==> config.mk <==
export PLATFORM = sky130hd
export DESIGN_NAME = serial_parity_rx
export DESIGN_NICKNAME = d
export VERILOG_FILES = /design/src/rtl/serial_parity_rx.sv
export SDC_FILE = /design/constraint.sdc
export NUM_CORES = 1
export LEC_CHECK = 0
export CAP_MARGIN = 20
export CORE_MARGIN = 8
export CORE_UTILIZATION = 49
export CTS_CLUSTER_DIAMETER = 60
export CTS_CLUSTER_SIZE = 16
export DETAILED_ROUTE_END_ITERATION = 8
export PLACE_DENSITY = 0.75
export SLEW_MARGIN = 40
export SYNTH_ARGS = -nofsm -noshare
export SYNTH_HDL_FRONTEND = slang
export SYNTH_SLANG_ARGS = --single-unit
==> constraint.sdc <==
create_clock -name clk -period 1.52 [get_ports clk]
set_input_delay 0.152 -clock clk [delete_from_list [all_inputs] [get_ports clk]]
set_output_delay 0.152 -clock clk [all_outputs]
set_load 0.05 [all_outputs]
==> src/rtl/serial_parity_rx.sv <==
// Serial-to-parallel frame receiver: DATA_W data bits plus one trailing parity bit,
// odd/even parity check, valid/ready word output and a saturating failed-frame counter.
module serial_parity_rx #(
  parameter int DATA_W    = 32,
  parameter bit LSB_FIRST = 1'b1,
  parameter int ERR_W     = 8
) (
  input  logic              clk,
  input  logic              rst_n,
  input  logic              din,
  input  logic              din_valid,
  output logic              din_ready,
  input  logic              par_mode,
  input  logic              frame_clr,
  output logic [DATA_W-1:0] dout,
  output logic              dout_mode,
  output logic              dout_valid,
  input  logic              dout_ready,
  output logic              par_ok,
  output logic [ERR_W-1:0]  err_cnt
);

  localparam int CNT_W = $clog2(DATA_W + 1);

  typedef enum logic [1:0] {
    IDLE,
    DATA,
    PAR
  } state_t;

  state_t            state, state_nxt;
  logic [CNT_W-1:0]  count, count_inc;
  logic [DATA_W-1:0] shreg, shreg_nxt;
  logic              xor_q;
  logic              mode_q;
  logic              accept;
  logic              frame_done;
  logic              ok_nxt;

  // State register
  always_ff @(posedge clk or negedge rst_n) begin
    if (!rst_n) state <= IDLE;
    else        state <= state_nxt;
  end

  // Next-state logic; frame_clr overrides any bit presented the same cycle
  always_comb begin
    state_nxt = state;
    if (frame_clr) begin
      state_nxt = IDLE;
    end else if (accept) begin
      unique case (state)
        IDLE:    state_nxt = DATA;
        DATA:    if (count_inc == CNT_W'(DATA_W)) state_nxt = PAR;
        PAR:     state_nxt = IDLE;
        default: state_nxt = IDLE;
      endcase
    end
  end

  // Output / control decode
  always_comb begin
    din_ready  = !(dout_valid && !dout_ready);
    accept     = din_valid && din_ready;
    frame_done = accept && !frame_clr && (state == PAR);
    ok_nxt     = mode_q ? (xor_q ^ din) : !(xor_q ^ din);
  end

  // Each data bit is written straight to its final position instead of shifting
  always_comb begin : bit_place
    int unsigned pos;
    count_inc = count + CNT_W'(1);
    shreg_nxt = shreg;
    pos = LSB_FIRST ? 32'(count) : 32'(DATA_W - 1) - 32'(count);
    for (int unsigned i = 0; i < 32'(DATA_W); i++) begin
      if (i == pos) shreg_nxt[i] = din;
    end
  end

  // Frame assembly datapath
  always_ff @(posedge clk or negedge rst_n) begin
    if (!rst_n) begin
      count  <= '0;
      shreg  <= '0;
      xor_q  <= 1'b0;
      mode_q <= 1'b0;
    end else if (frame_clr) begin
      count <= '0;
      shreg <= '0;
      xor_q <= 1'b0;
    end else if (accept) begin
      if (state == PAR) begin
        count <= '0;
        xor_q <= 1'b0;
      end else begin
        count <= count_inc;
        xor_q <= xor_q ^ din;
        shreg <= shreg_nxt;
      end
      if (state == IDLE) mode_q <= par_mode;
    end
  end

  // Output word, handshake and error counter
  always_ff @(posedge clk or negedge rst_n) begin
    if (!rst_n) begin
      dout       <= '0;
      dout_mode  <= 1'b0;
      dout_valid <= 1'b0;
      par_ok     <= 1'b0;
      err_cnt    <= '0;
    end else begin
      if (frame_done) begin
        dout       <= shreg;
        dout_mode  <= mode_q;
        par_ok     <= ok_nxt;
        dout_valid <= 1'b1;
        if (!ok_nxt && (err_cnt != '1)) err_cnt <= err_cnt + ERR_W'(1);
      end else if (dout_valid && dout_ready) begin
        dout_valid <= 1'b0;
      end
    end
  end

endmodule

==> results <==
-- final timing paths --
kind / to / from / slack (ns)
worst min register to register: dout[23] / shreg[23] / 0.51
worst max-delay path: shreg[15] / count[0] / -0.07
max in group asynchronous: dout[15] / rst_n / 0.79
worst min-delay path: shreg[9] / rst_n / 0.22
min in group clk: mode_q / par_mode / 0.43
worst max register to register: shreg[15] / count[0] / -0.07
-- kinds of logic (layout without fill, tap and decap cells) --
logic type | after synthesis | after routing | synth area share (%)
AO/OA/AOI/OAI | 81 | 81 | 10.9
XOR/XNOR | 9 | 9 | 2.46
adder cells (fa/ha/maj) | 5 | 5 | 1.62
buffers and inverters | 31 | 147 | 3.37
flip-flops | 85 | 85 | 55.0
multiplexers | 37 | 37 | 10.7
AND/OR/NAND/NOR | 104 | 104 | 15.9
-- report_power, final --
part / switching [mW] / internal (mW)
sequential: 0.0246 / 2.28
combinational: 0.218 / 0.143
clock: 0.821 / 0.978
total: 1.06 / 3.40
-- state kept, by name, indices dropped and copies added (netlist names) --
name	cells
mode_q	1
dout_mode	1
par_ok	1
dout	32
count	6
shreg	32
dout_valid	1
state	2
err_cnt	8
xor_q	1
-- final cells by class --
class	instances	area, um2	area share (%)
Multi-Input combinational cell	236	1890	34.4
Clock inverter	5	82.6	1.50
Inverter	10	42.5	0.774
Clock buffer	11	141	2.57
Sequential cell	85	2140	39.0
Timing Repair Buffer	121	1070	19.5
Tap cell	102	128	2.32
-- placed cells by master, fill, tap and decap left out, drive strengths merged, types with 4 or more instances in the layout --
cell	instances
nand4	7
or3	4
inv	11
xor2	7
a21oi	39
nand2b	4
ha	5
o21ai	38
nor2	7
nor2b	5
nand3	41
mux2	35
and4	6
clkbuf	13
clkdlybuf4s50	5
nor3	7
dfrtp	85
buf	113
nand2	14
-- what timing repair did --
action	in CTS	in global routing
buffers inserted	4	4
endpoints found under the hold margin	56	0
resized for setup	16	46
hold buffers	1	0
endpoints found under the setup margin	30	68
gates cloned	0	3
pin swaps	8	22
-- routing by layer --
layer | up-vias | track usage (%)
li1 | 1491 | -
met1 | 1644 | 21.1
met2 | 110 | 30.1
met3 | 28 | 4.48
met4 | 0 | 10.6
met5 | - | 0
-- worst max-delay path: stages (launching register included) --
cell and delay (ns):
dfrtp_2 0.46, ha_4 0.19, inv_4 0.04, nor4_4 0.32, buf_6 0.23, nand3_2 0.10
a21oi_2 0.17
==> flow_summary_export.csv <==
group,metric,value,unit
status,outcome,"complete, but fails checks",
status,violations,"negative setup slack",
pwr,power_leakage,2.55,nW
clock_network,clk_pin_slew,0.09,ns
synth,synthCells,352,
detailed_routing,wl,10400,um
detailed_routing,dr_wl_met3,527,um
timing,setup_tns,-0.703,ns
place,place_ws,-0.299,ns
synth,yosys.area.top_type_share,55.0,%
detailed_routing,first_pass_iters,4,
synth,async_reset_ff_share,100,%
global_route,antenna_found_initial,0,
synth,synth_top_area_cell,"dfrtp_1",
timing,clock-skew-final,0.00683,ns
setup_path,start_kind,"flip-flop",
floorplan,die_w,105,um
place,dp.cells,542,
synth,yosysMostFrequentCell,"dfrtp_1",
detailed_routing,top_layer,"met4",
timing,timing_hold_violations_final,0,
setup_path,reg2reg_depth,6,
setup_path,criticalPathCategory,"reg -> reg",
floorplan,core,7690,um2
timing,fin_crit_sh,105,%
timing,drv_slew,0,
timing,worst_slack,-0.0709,ns
floorplan,rows,32,
clock_network,htreeDepth,3,
synth,synth.area.top_cells,"dfrtp_1, mux2_2, nand3_1",
clock_network,tritoncts,"done",
detailed_routing,wl_per_cell,18.3,um
job,cap_violations,0,
synth,synthesis.nets,364,
timing,worst_pin_slew,0.450,ns
detailed_routing,drc,0,
detailed_routing,met2_length,5290,um
global_route,grt_use_total,18.2,%
detailed_routing,postRouteAntennaNets,0,
synth,synth_top_flop_cell,"dfrtp_1",
floorplan,start_util,50.3,%
synth,synth_area,3860,um2
global_route,grt_pass1_vias,3359,
final_layout,antenna_cells,0,
setup_path,cp_max_fo,8,
final_layout,finalNetCount,475,
synth,ys_seq_elements,85,
timing,timing.fmax,629,MHz
place,hpwl,6840,um
synth,synth_edf_count,0,
synth,synthTopCellsByCount,"dfrtp_1, nand3_1, a21oi_1",
global_route,gr-total-overflow,0,
place,gp_congestion,0.807,
global_route,grt_first_pass_wirelength,16300,um
clock_network,numCtsBuffers,9,
clock_network,clk_latency,0.36,ns
timing,rsz0062_at_grt,"true",
detailed_routing,vias,3273,
pwr,powerDensity,813,nW/um2
timing,slew_headroom,70.0,%
final_layout,fillers,540,
final_layout,final-instance-count-excl-fill,570,
synth,synth_area_per_cell,11.0,um2
floorplan,dieArea,11000,um2
place,placed_cell_area,4920,um2
worst_hold_path,hold_class,"in -> async",
final_layout,drive_gt1_share,49.1,%
clock_network,cts_root_buf,"clkbuf_8",
detailed_routing,drt_iter0_markers,194,
timing,whs,0.222,ns
clock_network,cts.sinks,85,
detailed_routing,avgViaCountPerCell,5.74,
setup_path,end_kind,"flip-flop",
pwr,max-vdd-ir-drop,0.418,mV
timing,finalSetupViolCount,34,
timing,period_needed,1.59,ns
synth,yosysUniqueCellTypes,38,
floorplan,ios,51,
final_layout,fin_area,5490,um2
final_layout,utilization,71.5,%
setup_path,crit_arrival,1.87,ns
global_route,grt_max_degree,39,
synth,ys_seq_area_share,55.0,%
place,portBuffers,50,
floorplan,dieHeight,105,um
pwr,power.total,4.46,mW
clock_network,clk_path_buf_depth,2,
detailed_routing,met1Wirelength,4290,um
final_layout,area_growth,42.1,%
setup_path,worstPathRequired,1.80,ns
synth,ys_warn_count,0,
Power figures use the tool's default switching activity.
==> patch 1, RTL diff (same settings) <==
Register the output `err_cnt` once more, with the module's reset; this adds one clock of latency there. The other outputs are not delayed to match.
--- a/src/rtl/serial_parity_rx.sv
+++ b/src/rtl/serial_parity_rx.sv
@@ -27,6 +27,8 @@
     DATA,
     PAR
   } state_t;
+
+  logic [ERR_W-1:0] err_cnt_s0;
 
   state_t            state, state_nxt;
   logic [CNT_W-1:0]  count, count_inc;
@@ -108,19 +110,27 @@
       dout_mode  <= 1'b0;
       dout_valid <= 1'b0;
       par_ok     <= 1'b0;
-      err_cnt    <= '0;
+      err_cnt_s0 <= '0;
     end else begin
       if (frame_done) begin
         dout       <= shreg;
         dout_mode  <= mode_q;
         par_ok     <= ok_nxt;
         dout_valid <= 1'b1;
-        if (!ok_nxt && (err_cnt != '1)) err_cnt <= err_cnt + ERR_W'(1);
+        if (!ok_nxt && (err_cnt_s0 != '1)) err_cnt_s0 <= err_cnt_s0 + ERR_W'(1);
       end else if (dout_valid && dout_ready) begin
         dout_valid <= 1'b0;
       end
     end
   end
 
+  always_ff @(posedge clk or negedge rst_n) begin
+    if (!rst_n) begin
+      err_cnt <= '0;
+    end else begin
+      err_cnt <= err_cnt_s0;
+    end
+  end
+
 endmodule
 
Function: no difference found for any inputs over 10 cycles, from zero or initial values and one cycle with rst_n low; that may be too few to reach the edited logic, so the function may still have changed.
==> patch 1 against the original RTL <==
- the flow still finishes with violations (negative setup slack)
- routed wire length decreased by 7.5%
- synthesized area increased by 7.3%
- sequential power increased by 9.1%
- highest routed layer unchanged
- cell area increased by 4.9%
- power increased by 5.4%
- worst setup slack got worse by 0.056 ns
- die area increased by 6.2%
- sequential cell count increased by 8
==> patch 1: results (changes against the original RTL) <==
status=finished with violations; failing checks=negative setup slack; Clock Latency Late Sink=0.36 ns (about the same); Netlist cell types=40 (+5.3%); GRT Resource Usage Total=0.168 (-0.0136); worst hold slack=0.357 ns (+0.134 ns); Setup Buffers After CTS=2 (-2); gpl congestion=0.857 (+6.2%); r2r startpoint=dout_valid; post-CTS resize count=12 (-4); Seq/Total Area, Yosys=0.561 (+0.0107); slowest stage delay, CP=0.41 ns (-0.05 ns); Compound-Gate Fraction of Synth Area=0.0332 (-0.0759); total routed wirelength=9620 um (-7.5%); Nets=444 (-6.5%); delay-heaviest family, CP=simple AND/OR/NAND/NOR gates; post-synthesis mux area share=0.175 (+0.0678); ant diodes=0 (unchanged); critical path arrival=1.89 ns (+0.02 ns); largest registers=dout x32, shreg x32; Setup WS post-layout=-0.127 ns (-0.0562 ns); first-pass GRT wire length=15,800 um (-2.7%); Port-buffer cells=50 (unchanged); synth cell count leaders=93 x dfrtp_1, 36 x mux2_2, 32 x mux2i_1, 32 x nand2b_1, 22 x nand4_1; layout cells sized above 1=0.444 (-0.0475); drt first-iter violations=104 (-46%); Slew HR=0.667 (-0.0323); pin count of the biggest net entering global routing=94 (+140%); final setup violation count=63 (+85%); vias in the first global route=3,088 (-8.1%); worst IR drop on VDD=0.000554 V (+33%); xor/xnor share of the synthesized area=0.0208 (-0.00379); Pre-Repair DR Iteration Count=4 (unchanged); post-synthesis adder-cell area fraction=0.0151 (-0.00110); leakage power=2.96 nW (+16%); R2R cell count=6 (unchanged); Syn Nets=347 (-4.7%); setup TNS=-3.25 ns (-2.54 ns); Worst R2R End=shreg[26]; ranking of synthesized cells by area=dfrtp_1 56%, mux2_2 9.8%, mux2i_1 7.7%; DP Area=5220 um^2 (+6.1%); HPWL Detailed=6240 um (-8.7%); vias=2,903 (-11%); post-route clock skew=0.00801 ns (+0.00118 ns)
==> patch 1: stage by stage <==
stage	cells	setup WS [ns]
floorplan	335	-0.173
global placement	516	-0.290
detailed placement	516	-0.316
CTS	536	-0.0699
global route	542	-0.184
finish	542	-0.127
==> patch 1: final cells by class <==
class | instances | area, um^2
Fill cell | 573 | 2460
Multi-Input combinational cell | 214 | 2080
Inverter | 7 | 38.8
Timing Repair Buffer | 107 | 957
Clock inverter | 7 | 98.8
Clock buffer | 9 | 124
Tap cell | 105 | 131
Sequential cell | 93 | 2330
==> patch 1: where the power goes <==
group          leakage [nW]  switching (mW)  internal [mW]  total, mW
registers              1.29          0.0163           2.49       2.51
logic                  1.56           0.201          0.163      0.364
clock network         0.110           0.901          0.935       1.84
==> patch 1: metal layers <==
metal	vias up	GRT usage	wire length, um
li1	1371	-	-
met1	1461	0.227	4310
met2	55	0.263	4700
met3	16	0.0416	443
met4	0	0.0496	171
met5	-	0	0
==> patch 2, RTL diff (same flow settings) <==
Made on the original files. `LSB_FIRST`: 1'b1 -> 1'b0.
--- a/src/rtl/serial_parity_rx.sv
+++ b/src/rtl/serial_parity_rx.sv
@@ -2,7 +2,7 @@
 // odd/even parity check, valid/ready word output and a saturating failed-frame counter.
 module serial_parity_rx #(
   parameter int DATA_W    = 32,
-  parameter bit LSB_FIRST = 1'b1,
+  parameter bit LSB_FIRST = 1'b0,
   parameter int ERR_W     = 8
 ) (
   input  logic              clk,
Formal check against the unedited RTL: same outputs for any inputs over 10 cycles, from zero or initial values and one cycle with rst_n low; that may be too few to reach the edited logic, so the function may still have changed.
==> patch 2 against the original RTL <==
- the flow still finishes with violations (negative setup slack)
- die area shrank 0.32%
- power fell by 3.9%
- synthesized area fell by 0.39%
- cell area shrank 1.8%
- worst setup slack got worse by 0.028 ns
- routed wire length is 5.4% lower
- combinational power increased by 2%
- sequential cell count is the same
- worst hold slack improved by 0.025 ns
- core utilization fell by 1.3 points
- critical path depth down 1
- highest routed layer unchanged
==> patch 2: results (changes against the original RTL) <==
vias in the first global route=3,040 (-9.5%); DP Area=4680 um^2 (-4.8%); P_seq=2.31 mW; DP Cell Count=522 (-3.7%); GRT Resource Usage Total=0.164 (-0.0183); Place WS=-0.341 ns (-0.0418 ns); first-pass GRT wire length=14,900 um (-8.6%); Setup Buffers After CTS=5 (+1); Avg Cell Area, Syn=11.1 um^2 (+1.3%); Non-Clock Buffer Area Fraction=0.176 (-0.0190); post-CTS resize count=18 (+2); CP max FO=5 (-3); delay-heaviest family, CP=simple AND/OR/NAND/NOR gates; final setup violation count=45 (+32%); total routed wirelength=9850 um (-5.4%); Final clock-cell share=0.0369 (-0.00391); HPWL Detailed=6310 um (-7.7%); Signal buffers=108 (-11%); pin count of the biggest net entering global routing=35 (-10%); worst IR drop on VDD=0.000675 V (+61%); sw power=1.03 mW (-3.5%); Combinational Power Share=0.086 (+0.005); synth cell count leaders=85 x dfrtp_1, 38 x a21oi_1, 38 x nand3_1, 34 x mux2_2, 34 x o21ai_0; total power draw=4.29 mW (-3.9%); drt first-iter violations=110 (-43%); Nets=456 (-4.0%); post-synthesis adder-cell area fraction=0.0162 (+0.0000631); layout cells sized above 1=0.547 (+0.0554); Seq/Total Area, Yosys=0.552 (+0.00215); Met3 Wirelength=494 um (-6.3%); fill count=541 (+0.19%); Setup WS post-layout=-0.0991 ns (-0.0282 ns); slowest stage delay, CP=0.42 ns (-0.04 ns); failing checks=negative setup slack; metal2 WL=4910 um (-7.1%); multi-input combinational area share=0.362 (+0.0180); post-synthesis mux area share=0.113 (+0.00594); Finished Layout Cells=550 (-3.5%); critical path arrival=1.87 ns (about the same); post-route clock skew=0.00892 ns (+0.00209 ns); status=finished with violations; Multi-input gate area=1950 um^2 (+3.4%); gpl congestion=0.904 (+12%); comb_multi_in=234 (-0.85%); vias per cell=5.72 (-0.35%); Seq area share=0.397 (+0.00765); met1 wire length=4100 um (-4.3%); Syn Nets=358 (-1.6%); leakage power=2.46 nW (-3.5%); Slew HR=0.596 (-0.104); Signal inverters=6 (-4); ranking of synthesized cells by area=dfrtp_1 55%, mux2_2 9.9%, a21oi_1 4.9%; xor/xnor share of the synthesized area=0.0247 (+0.0000960); Max stage delay cell, worst path=or4_4; setup TNS=-1.18 ns (-0.479 ns)
==> patch 2: changes by cell type in the layout (fill, tap and decap cells not counted), moves of 4 or more <==
cell / before / now
o21ai_2: 0 / 21
o21ai_0: 17 / 1
buf_4: 98 / 84
a21oi_1: 29 / 19
a21oi_2: 10 / 19
o21ai_1: 21 / 12
mux2_2: 29 / 34
and4_1: 5 / 1
mux2_4: 6 / 2
==> patch 2: routing by layer <==
metal | vias to the layer above | global-route usage
li1 | 1453 | -
met1 | 1561 | 0.210
met2 | 97 | 0.261
met3 | 36 | 0.0436
met4 | 0 | 0.0601
met5 | - | 0
==> patch 2: final timing paths <==
check                            from         end  slack (ns)  cells past startpoint
max                        dout_valid      mode_q        -0.1                      5
min in group clk             par_mode      mode_q        0.41                      2
min                             rst_n    dout[12]        0.25                      2
max in group asynchronous       rst_n   shreg[22]        0.71                      3
min reg2reg                err_cnt[7]  err_cnt[7]        0.49                      1
max reg2reg                dout_valid      mode_q        -0.1                      5
